<file path="src/rtl/sram_bus_bridge_if.sv">
// Bundles the AVR, SNES and SRAM pin groups that pass through sram_bus_bridge.
//   slave  : the bridge's side. It drives busy, read data, the SRAM pins and debug.
//   master : the system or testbench side. It drives AVR and SNES requests and the SRAM read data.
// Signals:
//   snes_mode, si, sreg_en_n, counter_n, avr_we_n, avr_oe_n, avr_wdata -> bridge
//   avr_rdata, busy                                                    <- bridge
//   snes_addr -> bridge; snes_rdata <- bridge
//   sram_addr, sram_wdata, sram_data_oe, sram_ce_n/oe_n/we_n <- bridge; sram_rdata -> bridge
//   debug <- bridge (8-bit status)
interface sram_bus_bridge_if #(
  parameter int unsigned ADDR_W = 21,
  parameter int unsigned DATA_W = 8
);
  logic              snes_mode;
  logic              si;
  logic              sreg_en_n;
  logic              counter_n;
  logic              avr_we_n;
  logic              avr_oe_n;
  logic [DATA_W-1:0] avr_wdata;
  logic [DATA_W-1:0] avr_rdata;
  logic              busy;
  logic [ADDR_W-1:0] snes_addr;
  logic [DATA_W-1:0] snes_rdata;
  logic [ADDR_W-1:0] sram_addr;
  logic [DATA_W-1:0] sram_wdata;
  logic [DATA_W-1:0] sram_rdata;
  logic              sram_data_oe;
  logic              sram_ce_n;
  logic              sram_oe_n;
  logic              sram_we_n;
  logic [7:0]        debug;

  modport slave (
    input  snes_mode, si, sreg_en_n, counter_n, avr_we_n, avr_oe_n, avr_wdata,
    input  snes_addr, sram_rdata,
    output avr_rdata, busy, snes_rdata, sram_addr, sram_wdata, sram_data_oe,
    output sram_ce_n, sram_oe_n, sram_we_n, debug
  );

  modport master (
    output snes_mode, si, sreg_en_n, counter_n, avr_we_n, avr_oe_n, avr_wdata,
    output snes_addr, sram_rdata,
    input  avr_rdata, busy, snes_rdata, sram_addr, sram_wdata, sram_data_oe,
    input  sram_ce_n, sram_oe_n, sram_we_n, debug
  );
endinterface

</file>
<file path="src/rtl/sram_bus_bridge.sv">
// sram_bus_bridge: owns the external SRAM control pins and time-shares the SRAM between two masters.
//   - AVR: loads a serial address, can auto-increment it, and issues strobed reads and writes.
//   - SNES: read-only pass-through.
// Ports:
//   clk     : system clock; all logic runs on the rising edge.
//   reset_n : synchronous, active-low reset.
//   bus     : sram_bus_bridge_if.slave, carrying the AVR, SNES and SRAM signal groups.
// Parameters:
//   ADDR_W      : address width.
//   DATA_W      : data width.
//   WAIT_CYCLES : number of cycles the strobe is held low. It must be >= 1.
// Optional build macro SRAM_BUS_BRIDGE_DEBUG_EN:
//   - Defined: debug = {overrun, busy, wait_cnt[2:0], state}.
//   - Undefined: debug = 0 and no overrun flag is built.
module sram_bus_bridge #(
  parameter int unsigned ADDR_W      = 21,
  parameter int unsigned DATA_W      = 8,
  parameter int unsigned WAIT_CYCLES = 2
) (
  input logic              clk,
  input logic              reset_n,
  sram_bus_bridge_if.slave bus
);

  // The counter is at least 3 bits wide so that debug can always show its low 3 bits.
  localparam int unsigned CntW = ($clog2(WAIT_CYCLES + 1) > 3) ? $clog2(WAIT_CYCLES + 1) : 3;
  localparam logic [CntW-1:0] CntLast = CntW'(WAIT_CYCLES - 1);

  typedef enum logic [2:0] {
    StIdle   = 3'd0,
    StSetup  = 3'd1,
    StStrobe = 3'd2,
    StHold   = 3'd3,
    StSnes   = 3'd4
  } state_e;

  state_e            state_q;
  logic [ADDR_W-1:0] addr_q;
  logic [CntW-1:0]   cnt_q;
  logic              is_write_q;
  logic              we_prev_q, oe_prev_q;
  logic [DATA_W-1:0] rdata_q, wdata_q;
  logic              busy_q, data_oe_q, ce_n_q, oe_n_q, we_n_q;

  logic we_fall, oe_fall, req;
  assign we_fall = we_prev_q & ~bus.avr_we_n;
  assign oe_fall = oe_prev_q & ~bus.avr_oe_n;
  assign req     = we_fall | oe_fall;

  always_ff @(posedge clk) begin
    if (!reset_n) begin
      state_q    <= StIdle;
      addr_q     <= '0;
      cnt_q      <= '0;
      is_write_q <= 1'b0;
      we_prev_q  <= 1'b1;
      oe_prev_q  <= 1'b1;
      rdata_q    <= '0;
      wdata_q    <= '0;
      busy_q     <= 1'b0;
      data_oe_q  <= 1'b0;
      ce_n_q     <= 1'b1;
      oe_n_q     <= 1'b1;
      we_n_q     <= 1'b1;
    end else begin
      we_prev_q <= bus.avr_we_n;
      oe_prev_q <= bus.avr_oe_n;
      case (state_q)
        StIdle: begin
          if (bus.snes_mode) begin
            state_q <= StSnes;
            ce_n_q  <= 1'b0;
            oe_n_q  <= 1'b0;
          end else if (req) begin
            // A write wins when both requests fall together. A request also beats a shift.
            state_q    <= StSetup;
            is_write_q <= we_fall;
            busy_q     <= 1'b1;
            ce_n_q     <= 1'b0;
            if (we_fall) begin
              wdata_q   <= bus.avr_wdata;
              data_oe_q <= 1'b1;
            end
          end else if (!bus.sreg_en_n) begin
            addr_q <= {addr_q[ADDR_W-2:0], bus.si};
          end
        end
        StSetup: begin
          state_q <= StStrobe;
          cnt_q   <= '0;
          if (is_write_q) we_n_q <= 1'b0;
          else            oe_n_q <= 1'b0;
        end
        StStrobe: begin
          if (cnt_q == CntLast) begin
            state_q <= StHold;
            we_n_q  <= 1'b1;
            oe_n_q  <= 1'b1;
            if (!is_write_q) rdata_q <= bus.sram_rdata;
          end else begin
            cnt_q <= cnt_q + CntW'(1);
          end
        end
        StHold: begin
          state_q   <= StIdle;
          busy_q    <= 1'b0;
          ce_n_q    <= 1'b1;
          data_oe_q <= 1'b0;
          if (!bus.counter_n) addr_q <= addr_q + ADDR_W'(1);
        end
        StSnes: begin
          if (!bus.snes_mode) begin
            state_q <= StIdle;
            ce_n_q  <= 1'b1;
            oe_n_q  <= 1'b1;
          end
        end
        default: state_q <= StIdle;
      endcase
    end
  end

  assign bus.sram_addr    = (state_q == StSnes) ? bus.snes_addr : addr_q;
  assign bus.snes_rdata   = (state_q == StSnes) ? bus.sram_rdata : '1;
  assign bus.avr_rdata    = rdata_q;
  assign bus.busy         = busy_q;
  assign bus.sram_wdata   = wdata_q;
  assign bus.sram_data_oe = data_oe_q;
  assign bus.sram_ce_n    = ce_n_q;
  assign bus.sram_oe_n    = oe_n_q;
  assign bus.sram_we_n    = we_n_q;

`ifdef SRAM_BUS_BRIDGE_DEBUG_EN
  // Sticky flag: a request edge arrived while the bridge could not accept it.
  logic overrun_q;
  always_ff @(posedge clk) begin
    if (!reset_n) begin
      overrun_q <= 1'b0;
    end else if (state_q != StIdle && req) begin
      overrun_q <= 1'b1;
    end
  end
  assign bus.debug = {overrun_q, busy_q, cnt_q[2:0], state_q};
`else
  assign bus.debug = '0;
`endif

endmodule

</file>
<file path="src/flat_wrapper.sv">
// flat-port wrapper written by rule: the top's interface ports become plain ports
module sram_bus_bridge_flat 
#(
  parameter int unsigned ADDR_W      = 21,
  parameter int unsigned DATA_W      = 8,
  parameter int unsigned WAIT_CYCLES = 2
)
  (clk, reset_n, bus_snes_mode, bus_si, bus_sreg_en_n, bus_counter_n, bus_avr_we_n, bus_avr_oe_n, bus_avr_wdata, bus_snes_addr, bus_sram_rdata, bus_avr_rdata, bus_busy, bus_snes_rdata, bus_sram_addr, bus_sram_wdata, bus_sram_data_oe, bus_sram_ce_n, bus_sram_oe_n, bus_sram_we_n, bus_debug);
  sram_bus_bridge_if #(.ADDR_W(ADDR_W), .DATA_W(DATA_W)) bus_i ();
  input logic clk;
  input logic reset_n;
  input wire logic [$bits(bus_i.snes_mode)-1:0] bus_snes_mode;
  input wire logic [$bits(bus_i.si)-1:0] bus_si;
  input wire logic [$bits(bus_i.sreg_en_n)-1:0] bus_sreg_en_n;
  input wire logic [$bits(bus_i.counter_n)-1:0] bus_counter_n;
  input wire logic [$bits(bus_i.avr_we_n)-1:0] bus_avr_we_n;
  input wire logic [$bits(bus_i.avr_oe_n)-1:0] bus_avr_oe_n;
  input wire logic [$bits(bus_i.avr_wdata)-1:0] bus_avr_wdata;
  input wire logic [$bits(bus_i.snes_addr)-1:0] bus_snes_addr;
  input wire logic [$bits(bus_i.sram_rdata)-1:0] bus_sram_rdata;
  output wire logic [$bits(bus_i.avr_rdata)-1:0] bus_avr_rdata;
  output wire logic [$bits(bus_i.busy)-1:0] bus_busy;
  output wire logic [$bits(bus_i.snes_rdata)-1:0] bus_snes_rdata;
  output wire logic [$bits(bus_i.sram_addr)-1:0] bus_sram_addr;
  output wire logic [$bits(bus_i.sram_wdata)-1:0] bus_sram_wdata;
  output wire logic [$bits(bus_i.sram_data_oe)-1:0] bus_sram_data_oe;
  output wire logic [$bits(bus_i.sram_ce_n)-1:0] bus_sram_ce_n;
  output wire logic [$bits(bus_i.sram_oe_n)-1:0] bus_sram_oe_n;
  output wire logic [$bits(bus_i.sram_we_n)-1:0] bus_sram_we_n;
  output wire logic [$bits(bus_i.debug)-1:0] bus_debug;
  assign bus_i.snes_mode = bus_snes_mode;
  assign bus_i.si = bus_si;
  assign bus_i.sreg_en_n = bus_sreg_en_n;
  assign bus_i.counter_n = bus_counter_n;
  assign bus_i.avr_we_n = bus_avr_we_n;
  assign bus_i.avr_oe_n = bus_avr_oe_n;
  assign bus_i.avr_wdata = bus_avr_wdata;
  assign bus_i.snes_addr = bus_snes_addr;
  assign bus_i.sram_rdata = bus_sram_rdata;
  assign bus_avr_rdata = bus_i.avr_rdata;
  assign bus_busy = bus_i.busy;
  assign bus_snes_rdata = bus_i.snes_rdata;
  assign bus_sram_addr = bus_i.sram_addr;
  assign bus_sram_wdata = bus_i.sram_wdata;
  assign bus_sram_data_oe = bus_i.sram_data_oe;
  assign bus_sram_ce_n = bus_i.sram_ce_n;
  assign bus_sram_oe_n = bus_i.sram_oe_n;
  assign bus_sram_we_n = bus_i.sram_we_n;
  assign bus_debug = bus_i.debug;
  sram_bus_bridge #(.ADDR_W(ADDR_W), .DATA_W(DATA_W), .WAIT_CYCLES(WAIT_CYCLES)) u_core (.clk(clk), .reset_n(reset_n), .bus(bus_i));
endmodule
</file>
<file path="config.mk">
export PLATFORM = sky130hd
export DESIGN_NAME = sram_bus_bridge_flat
export DESIGN_NICKNAME = d
export VERILOG_FILES = /design/src/rtl/sram_bus_bridge_if.sv /design/src/rtl/sram_bus_bridge.sv /design/src/flat_wrapper.sv
export SDC_FILE = /design/constraint.sdc
export NUM_CORES = 1
export LEC_CHECK = 0
export ABC_AREA = 1
export CELL_PAD_IN_SITES_DETAIL_PLACEMENT = 0
export CELL_PAD_IN_SITES_GLOBAL_PLACEMENT = 1
export CORE_UTILIZATION = 28
export DETAILED_ROUTE_END_ITERATION = 16
export PLACE_DENSITY = 0.78
export SLEW_MARGIN = 20
export SYNTH_ARGS = -nofsm -noshare
export SYNTH_HDL_FRONTEND = slang
export SYNTH_SLANG_ARGS = --single-unit
</file>
<file path="constraint.sdc">
create_clock -name clk -period 1.55 [get_ports clk]
set_input_delay 0.31 -clock clk [delete_from_list [all_inputs] [get_ports clk]]
set_output_delay 0.31 -clock clk [all_outputs]
set_load 0.05 [all_outputs]
</file>
* Yosys cells after proc, flatten, opt, wreduce, memory -nomap -nowiden
Index checks and enable logic that the tools add are counted.
** Word-level totals
- Bits in registers :: 51
- Output and inout bits :: 58
- Logic and storage cells :: 87
** Cells by class
- Add/sub/neg operators :: 2
- Eq/ne operators :: 18
- Mux-type cells :: 31
- Bitwise logic cells :: 7
- Reductions and logical operators :: 16
** Operators with widths (number)
- 2-to-1 mux 21 bit :: 5
- case mux 21 bit (2 select lines) :: 1
- adder 21 x 1 -> 21 bit (second input constant) :: 1
- AND reduction 3 bit :: 6
- inequality test 2 bit (second input constant) :: 8
- 2-to-1 mux 3 bit :: 5
- 2-to-1 mux 1 bit :: 12
- case mux 3 bit (4 select lines) :: 1
- AND reduction 5 bit :: 2
- 2-to-1 mux 8 bit :: 1
- inequality test 2 x 1 -> 1 bit (second input constant) :: 4
- AND reduction 4 bit :: 2
- equality test 3 x 1 -> 1 bit (second input constant) :: 2
- equality test 3 x 2 -> 1 bit (second input constant) :: 2
- case mux 1 bit (2 select lines) :: 3
- case mux 3 bit (2 select lines) :: 1
- NOT 1 bit :: 4
- case mux 1 bit (4 select lines) :: 1
- nonzero test 2 bit :: 2
- nonzero test 4 bit :: 1
- adder 3 x 1 -> 3 bit (second input constant) :: 1
- equality test 3 bit (second input constant) :: 1
- zero test 3 bit :: 1
- inequality test 3 x 2 -> 1 bit (second input constant) :: 1
- 5 further kinds :: 6

* Depth between registers and ports, before layout
Gate-level depths: netlist (run 1).
- Depth in word-level cells :: 6
- Depth in mapped cells :: 10
- Depth with buffers taken out :: 10

* Worst setup path before layout (run 1)
OpenSTA, ideal clock, no wires.
- Path type :: reg-to-output
- From :: register u_core.state_q[1]
- To :: output bus_sram_addr[20]
- Arrival :: 1.899 ns
- Data required time :: 1.240 ns
- Setup slack :: -0.659 ns
- Cell stages (with the launch flop) :: 6
- Cell sequence :: dfxtp_1 -> inv_1 -> nand2_1 -> nor2_2 -> clkbuf_1 -> o21ai_0
** On the way
- Word-level cells in the longest chain between the ends :: 2
** RTL lines
- start: declaration :: line sram_bus_bridge.sv:37 : state_e state_q;
- start signal: assignment :: line sram_bus_bridge.sv:52 : state_q <= StIdle;
- start signal: assignment :: line sram_bus_bridge.sv:71 : state_q <= StSnes;
- start signal: assignment :: line sram_bus_bridge.sv:76 : state_q <= StSetup;
- equality test 3 bit :: line sram_bus_bridge.sv:123 : assign bus.sram_addr = (state_q == StSnes) ? bus.snes_addr : addr_q;
- 2-to-1 mux 21 bit :: line sram_bus_bridge.sv:123
- end: declaration :: line flat_wrapper.sv:24 : output wire logic [$bits(bus_i.sram_addr)-1:0] bus_sram_addr;
No other way between the ends.

* Worst setup path after layout (run 1)
- From :: register u_core.state_q[0]
- To :: output bus_sram_addr[10]
The elaborated chain is that of the path after synthesis.

==> summary.md, run 1 <==
| Metric | Value |
|---|---|
| Largest net degree at the start of global routing | `23` |
| Accumulated negative setup slack | `-11.26 ns` |
| Layout area overhead | `91.9%` |
| Overflow left after global routing | `0` |
| Final period demand of the worst path | `1.90 ns` |
| Most instantiated library cell after synthesis | `nand2_1` |
| Main area contributors after synthesis | `dfxtp_1 (33%), nand2_1 (15%), nor2_1 (8.7%)` |
| Number of global-route vias before repair | `3653` |
| Syn Inst Count | `488` |
| Wire length of the first global-routing pass | `17.4 mm` |
| Sequential cell area fraction in the yosys report | `33.2%` |
| Total number of yosys warnings | `0` |
| Most common flop cell mapped by yosys | `dfxtp_1` |
| Standard cell area after detailed placement | `0.00465 mm^2` |
| Fin area | `0.00589 mm^2` |
| Worst r2r path cells | `12` |
| Non-Filler Instances | `770` |
| Number of enable flip-flop cells after synthesis | `0` |
| H-tree depth | `2` |
| Die width | `107 um` |
| Crit path DAT | `1.59 ns` |
| Final net count | `681` |
| Worst-skew pair later-pin latency | `0.31 ns` |
| Global-route total usage across every layer | `19.1%` |
| Run status | `finished, violations left` |
| Max clock buf depth | `2` |
| Fin. max-slew vios | `0` |
| Post-synthesis cell type with the largest combined area | `dfxtp_1` |
| Number of antenna violations at the first check in global routing | `0` |
| Register-to-register setup slack | `-0.15 ns` |
| Top achievable clock speed | `528 MHz` |
| Endpoint of the lowest-slack register-to-register path | `u_core.addr_q[14]` |
| Via density per instance | `4.87` |
| Final Skew | `0.00573 ns` |
| Hold Path Origin | `u_core.bus.busy` |
| Post-route clock period utilization | `122%` |
| Most used standard cells in the synthesized netlist | `nand2_1 (125), nor2_1 (71), o21ai_0 (52), dfxtp_1 (51), inv_1 (43)` |
| Die Outline Area | `0.0114 mm^2` |
| Total Wirelength | `11.3 mm` |
| Classification of the worst-slack hold path | `reg -> reg` |
| Boundary pin count | `103` |
| Detailed placer's ending HPWL | `6.83 mm` |
| Class of the most critical setup path | `reg -> out` |
| Distinct cell type count after synthesis | `35` |
| Setup repair after global routing missed its margin | `yes` |
| Via count of the routed design | `3753` |
| FF/Latch Area | `0.00103 mm^2` |
| Power density over the cells | `953 mW/mm^2` |
| DRC Markers | `0` |
| Endpoint of the worst hold-timing path | `u_core.bus.busy` |
| DR iter-0 viols | `89` |
| Static power due to leakage | `2.35 nW` |
| Clock Sink Count | `51` |
| Number of antenna cells inserted | `0` |
| Vertical die dimension | `107 um` |
| Violations in the final reports | `setup timing` |
| Asr flop ratio synth | `0%` |
| CTS clk-pin slew, worst paths | `0.10 ns` |
| Maximum VDD drop | `423 uV` |
| Placeable core area | `0.0105 mm^2` |
| Worst setup slack after layout | `-0.345 ns` |
| Total of buffers placed on input and output ports | `94` |
| Fraction of post-synthesis cell area in the top cell type by area | `33.2%` |
| Post-synthesis average cell area | `6.29 um^2` |
| Mapped Area | `0.00307 mm^2` |
| Maximum capacitance violations | `0` |
| Register bit total from synthesis | `51` |
| Fill cell total of the finished layout | `952` |
| Residual antenna-violating net count after detailed routing | `0` |
| Clock buffers created by TritonCTS | `5` |
| Number of search-and-repair iterations in the first detailed-routing pass | `5` |
| Post-placement cell count | `736` |
| CTS Hold Buffers Added | `0` |
| Capturing element type of the critical path | `output pin` |
| Number of stages on the worst hold path | `2` |
| Effective utilization at floorplan | `29.4%` |
| Startpoint of the worst register-to-register path | `u_core.state_q[0]` |
| RePlAce Congestion | `0.804` |
| Ratio of cells with drive above 1 in the final layout | `43.1%` |
| Area occupied by multi-input gates | `0.00246 mm^2` |
| Number of setup violations in the final report | `53` |
| Buffer type at the clock tree root | `clkbuf_8` |
| Hold Fails Final Rpt | `0` |
| Startpoint type of the worst setup path | `flip-flop` |
| Worst slack at placement | `-0.297 ns` |
| Worst Path Max Fanout | `6` |
| Clock tree from TritonCTS | `built` |
| Worst EP required | `1.24 ns` |
| Routed length per placed instance | `14.6 um` |
| Std-Cell Rows | `37` |
## per-stage QoR
| step | power, W | utilization, % | hold slack [ns] |
|---|---|---|---|
| detailed placement | 0.00370 | 44.5 | 0.472 |
| global route | 0.00585 | 56.3 | 0.506 |
| global placement | 0.00367 | 44.5 | 0.460 |
| finish | 0.00562 | 56.3 | 0.488 |
| floorplan | 0.00280 | - | 0.397 |
| CTS | 0.00525 | 51.0 | 0.486 |
## registers in the layout (all words and copies together) (netlist names)
name	flops
u_core.addr_q	21
u_core.bus.avr_rdata	8
u_core.bus.sram_wdata	8
u_core.cnt_q	3
u_core.state_q	3
u_core.bus.busy	1
u_core.bus.sram_ce_n	1
u_core.bus.sram_data_oe	1
u_core.bus.sram_oe_n	1
u_core.bus.sram_we_n	1
u_core.is_write_q	1
u_core.oe_prev_q	1
u_core.we_prev_q	1
## report_power, final
| group | total (W) | switching, W | internal (W) | leakage, nW |
|---|---|---|---|---|
| registers | 0.00152 | 0.0000988 | 0.00142 | 0.417 |
| logic | 0.00310 | 0.00171 | 0.00139 | 1.87 |
| clock network | 0.00100 | 0.000480 | 0.000524 | 0.0612 |
| total | 0.00562 | 0.00229 | 0.00333 | 2.35 |
## metal layers
layer / routed length, um / global-route usage (%) / vias up / part of all wire [%]
met1: 4580 / 22.7 / 1759 / 41
met2: 5790 / 34.7 / 129 / 51
met5: 0 / 0 / - / 0
met4: 200 / 5.38 / 0 / 1.8
met3: 692 / 3.77 / 17 / 6.1
li1: - / - / 1848 / -
## cell usage in the layout, fill, tap and decap left out, types with 18 or more instances in the layout
master	Yosys	layout
inv_1	43	36
dfxtp_1	51	47
nor2_1	71	64
o21ai_0	52	18
buf_4	9	50
nand3_1	30	26
nand2_1	125	80
o21ai_4	1	21
nand2_2	3	33
clkdlybuf4s50_1	0	44
o21ai_2	1	18
buf_12	0	34
## cell families (layout without fill, tap and decap cells)
group	Yosys count	after routing	synth area share [%]
and+or+nand+nor	258	261	36.1
AOI/OAI and AO/OA	99	99	17.9
buffers and inverters	76	212	11.4
DFF	51	51	33.2
adders and majority gates	3	3	1.22
other	1	8	0.122
## repair_timing
action                     CTS  global route
resized for setup           90           119
cloned                       6             5
setup endpoints to repair   58            72
pin swaps                   14            26
buffers inserted            11             4
## worst max-delay path, stage by stage, from the launching register on
cell	delay [ns]
dfxtp_2	0.34
inv_2	0.06
nand2_2	0.06
nor2_4	0.16
buf_12	0.18
clkbuf_16	0.18
nand2_2	0.05
o21ai_2	0.08
buf_12	0.16
## worst max-delay path by stage
stage,startpoint,end,slack (ns),depth (start not counted)
after CTS,u_core.state_q[0],bus_sram_addr[15],-0.33,8
after floorplan,u_core.state_q[1],bus_sram_addr[0],-0.06,5
after detailed placement,bus_avr_we_n,u_core.addr_q[5],-0.30,10
final,u_core.state_q[0],bus_sram_addr[10],-0.35,8
after global placement,bus_avr_we_n,u_core.addr_q[11],-0.25,11
after global routing,u_core.state_q[1],bus_sram_addr[10],-0.38,8
## final cells by class
type | instances | area share (%)
clock inverter | 2 | 0.594
timing repair buffer | 153 | 32.5
sequential | 51 | 17.4
inverter | 51 | 3.54
tap | 136 | 2.89
clock buffer | 6 | 1.40
multi-input combinational | 371 | 41.7
Note: power is estimated with default switching activity, not from simulation.
==> run 2: changes to the inputs <==
--- a/config.mk
+++ b/config.mk
@@ -6,9 +6,11 @@
 export NUM_CORES = 1
 export LEC_CHECK = 0
 export ABC_AREA = 1
+export CAP_MARGIN = 10
 export CELL_PAD_IN_SITES_DETAIL_PLACEMENT = 0
 export CELL_PAD_IN_SITES_GLOBAL_PLACEMENT = 1
 export CORE_UTILIZATION = 28
+export CTS_CLUSTER_DIAMETER = 50
 export DETAILED_ROUTE_END_ITERATION = 16
 export PLACE_DENSITY = 0.78
 export SLEW_MARGIN = 20
==> results of run 2 <==
The final DEF is identical to that of run 1; final timing and power are the same.
==> run 3: changes to the inputs <==
--- a/config.mk
+++ b/config.mk
@@ -9,6 +9,7 @@
 export CAP_MARGIN = 10
 export CELL_PAD_IN_SITES_DETAIL_PLACEMENT = 0
 export CELL_PAD_IN_SITES_GLOBAL_PLACEMENT = 1
+export CORE_MARGIN = 2
 export CORE_UTILIZATION = 28
 export CTS_CLUSTER_DIAMETER = 50
 export DETAILED_ROUTE_END_ITERATION = 16
==> run 3 against run 2 <==
Compared with the run above:
- the flow still finishes with violations (setup timing)
- non-clock buffer count grew 5
- clock-buffer cell count stayed put
- utilization shrank 4.4 points
- highest routed layer unchanged
- global-route usage shrank 2.1 points
- critical endpoint is now bus_sram_addr[17]
- first-iteration DRC count grew 52%
- largest cell class unchanged
- via count down 2.8%
- total power is 5.9% lower
==> summary.md, run 3 (same netlist as run 1, synthesis figures left out) <==
| Metric | Value |
|---|---|
| Run status | `finished, violations left (unchanged)` |
| Violations in the final reports | `setup timing (unchanged)` |
| DR iter-0 viols | `135 (was 89)` |
| CTS clk-pin slew, worst paths | `0.10 ns (about the same)` |
| DRC Markers | `0 (unchanged)` |
| Hold Path Origin | `u_core.addr_q[20] (was u_core.bus.busy)` |
| Number of antenna cells inserted | `0 (unchanged)` |
| Std-Cell Rows | `38 (was 37)` |
| Accumulated negative setup slack | `-9.53 ns (was -11.26 ns)` |
| Post-route clock period utilization | `119% (was 122%)` |
| Clock Sink Count | `51 (unchanged)` |
| H-tree depth | `2 (unchanged)` |
| Endpoint of the worst hold-timing path | `u_core.addr_q[20] (was u_core.bus.busy)` |
| Worst setup slack after layout | `-0.299 ns (was -0.345 ns)` |
| Ratio of cells with drive above 1 in the final layout | `36.3% (was 43.1%)` |
| Number of stages on the worst hold path | `2 (unchanged)` |
| Class of the most critical setup path | `reg -> out (unchanged)` |
| Area occupied by multi-input gates | `0.00221 mm^2 (was 0.00246 mm^2)` |
| Register-to-register setup slack | `-0.12 ns (was -0.15 ns)` |
| Overflow left after global routing | `0 (unchanged)` |
| Buffer type at the clock tree root | `clkbuf_8 (unchanged)` |
| Fin. max-slew vios | `0 (unchanged)` |
| Via density per instance | `4.68 (was 4.87)` |
| Detailed placer's ending HPWL | `6.72 mm (was 6.83 mm)` |
| Die width | `109 um (was 107 um)` |
| Final net count | `686 (was 681)` |
| Wire length of the first global-routing pass | `16.2 mm (was 17.4 mm)` |
| Number of antenna violations at the first check in global routing | `0 (unchanged)` |
| Endpoint of the lowest-slack register-to-register path | `u_core.addr_q[9] (was u_core.addr_q[14])` |
| Worst-skew pair later-pin latency | `0.31 ns (about the same)` |
| Number of setup violations in the final report | `50 (was 53)` |
| Final hold slack | `0.500 ns (was 0.488 ns)` |
| Number of search-and-repair iterations in the first detailed-routing pass | `4 (was 5)` |
| Boundary pin count | `103 (unchanged)` |
| Maximum capacitance violations | `0 (unchanged)` |
| Leading cell type in the layout, fill and taps excluded | `nand2_1 (unchanged)` |
| Crit path DAT | `1.54 ns (was 1.59 ns)` |
| Die Outline Area | `0.0118 mm^2 (was 0.0114 mm^2)` |
| FF/Latch Area | `0.00102 mm^2 (was 0.00103 mm^2)` |
| Total of buffers placed on input and output ports | `94 (unchanged)` |
| Total Wirelength | `10.1 mm (was 11.3 mm)` |
| Clock tree from TritonCTS | `built (unchanged)` |
| Most used cells in the layout excluding fill and tap cells | `nand2_1 (105), nor2_1 (62), buf_4 (57), dfxtp_1 (49), clkdlybuf4s50_1 (44) (was nand2_1 (80), nor2_1 (64), buf_4 (50), dfxtp_1 (47), clkdlybuf4s50_1 (44))` |
| Clock buffers created by TritonCTS | `5 (unchanged)` |
| Standard cell area after detailed placement | `0.00468 mm^2 (was 0.00465 mm^2)` |
| Maximum VDD drop | `615 uV (was 423 uV)` |
| Worst slack at placement | `-0.294 ns (was -0.297 ns)` |
| Startpoint type of the worst setup path | `flip-flop (unchanged)` |
| Via count of the routed design | `3647 (was 3753)` |
| Final Skew | `0.00865 ns (was 0.00573 ns)` |
| Static power due to leakage | `2.27 nW (was 2.35 nW)` |
| Global-route total usage across every layer | `17.0% (was 19.1%)` |
| Number of global-route vias before repair | `3567 (was 3653)` |
| Final period demand of the worst path | `1.85 ns (was 1.90 ns)` |
| Register with the highest flop count | `u_core.addr_q (unchanged)` |
| Max clock buf depth | `2 (unchanged)` |
| Effective utilization at floorplan | `28.5% (was 29.4%)` |
| Max FFs per register | `21 (unchanged)` |
| Placeable core area | `0.0108 mm^2 (was 0.0105 mm^2)` |
| Layout area overhead | `82.4% (was 91.9%)` |
| Vertical die dimension | `109 um (was 107 um)` |
| Setup repair after global routing missed its margin | `yes (unchanged)` |
| Top achievable clock speed | `541 MHz (was 528 MHz)` |
| CTS Hold Buffers Added | `0 (unchanged)` |
| Routed length per placed instance | `13.0 um (was 14.6 um)` |
| Residual antenna-violating net count after detailed routing | `0 (unchanged)` |
| Worst Path Max Fanout | `7 (was 6)` |
| Capturing element type of the critical path | `output pin (unchanged)` |
| Largest net degree at the start of global routing | `22 (was 23)` |
| Startpoint of the worst register-to-register path | `u_core.state_q[1] (was u_core.state_q[0])` |
| Fin area | `0.00560 mm^2 (was 0.00589 mm^2)` |
| Power density over the cells | `944 mW/mm^2 (was 953 mW/mm^2)` |
| Worst r2r path cells | `13 (was 12)` |
| Classification of the worst-slack hold path | `reg -> reg (unchanged)` |
| Worst EP required | `1.24 ns (about the same)` |
| Hold Fails Final Rpt | `0 (unchanged)` |
| RePlAce Congestion | `0.855 (was 0.804)` |
| Fill cell total of the finished layout | `1017 (was 952)` |
run 3: worst max-delay path, stage by stage (launching register included):
cell     delay (ns)
dfxtp_2        0.35
inv_2          0.04
nand2_2        0.08
nor2_4         0.04
buf_6          0.13
buf_16         0.12
buf_12         0.14
o21ai_4        0.16
buf_12         0.15
run 3: how the worst max path moves through the flow:
stage                       from           endpoint  depth (start not counted)
2_1_floorplan  u_core.state_q[1]   bus_sram_addr[0]                          5
3_3_place_gp        bus_avr_we_n   u_core.addr_q[7]                          9
3_5_place_dp        bus_avr_we_n   u_core.addr_q[8]                         10
4_1_cts        u_core.state_q[1]  bus_sram_addr[18]                          8
5_1_grt        u_core.state_q[1]  bus_sram_addr[17]                          8
6_report       u_core.state_q[1]  bus_sram_addr[17]                          8
run 3: where the power goes:
group | switching (W) | internal [W] | total (W)
combinational | 0.00158 | 0.00136 | 0.00294
sequential | 0.0000958 | 0.00142 | 0.00152
clock | 0.000467 | 0.000366 | 0.000833
total | 0.00214 | 0.00315 | 0.00529
run 3: what timing repair did:
item | 4_1_cts | 5_1_grt
hold endpoints to repair | 0 | 0
buffers inserted | 15 | 5
endpoints found under the setup margin | 44 | 72
pin swaps | 8 | 6
gates cloned | 6 | 1
resized for setup | 88 | 50
run 3: stage by stage:
step                util, %  cells  power, W
global placement       43.4    745   0.00370
finish                 51.9    779   0.00529
CTS                    49.7    774   0.00518
global route           51.9    779   0.00555
floorplan                 -    495   0.00280
detailed placement     43.4    745   0.00373
run 3: layout make-up:
type	count	area share [%]
Clock inverter	2	0.290
Timing Repair Buffer	158	33.8
Clock buffer	6	1.47
Sequential cell	51	18.3
Inverter	51	3.64
Tap cell	140	3.13
Multi-Input combinational cell	371	39.4
run 3: layer usage:
layer  up-vias  wire length (um)  global-route usage [%]
li1       1868                 -                       -
met1      1669              4230                    20.1
met2       104              5180                    30.7
met3         6               635                    3.23
met4         0                97                    5.77
met5         -                 0                       0
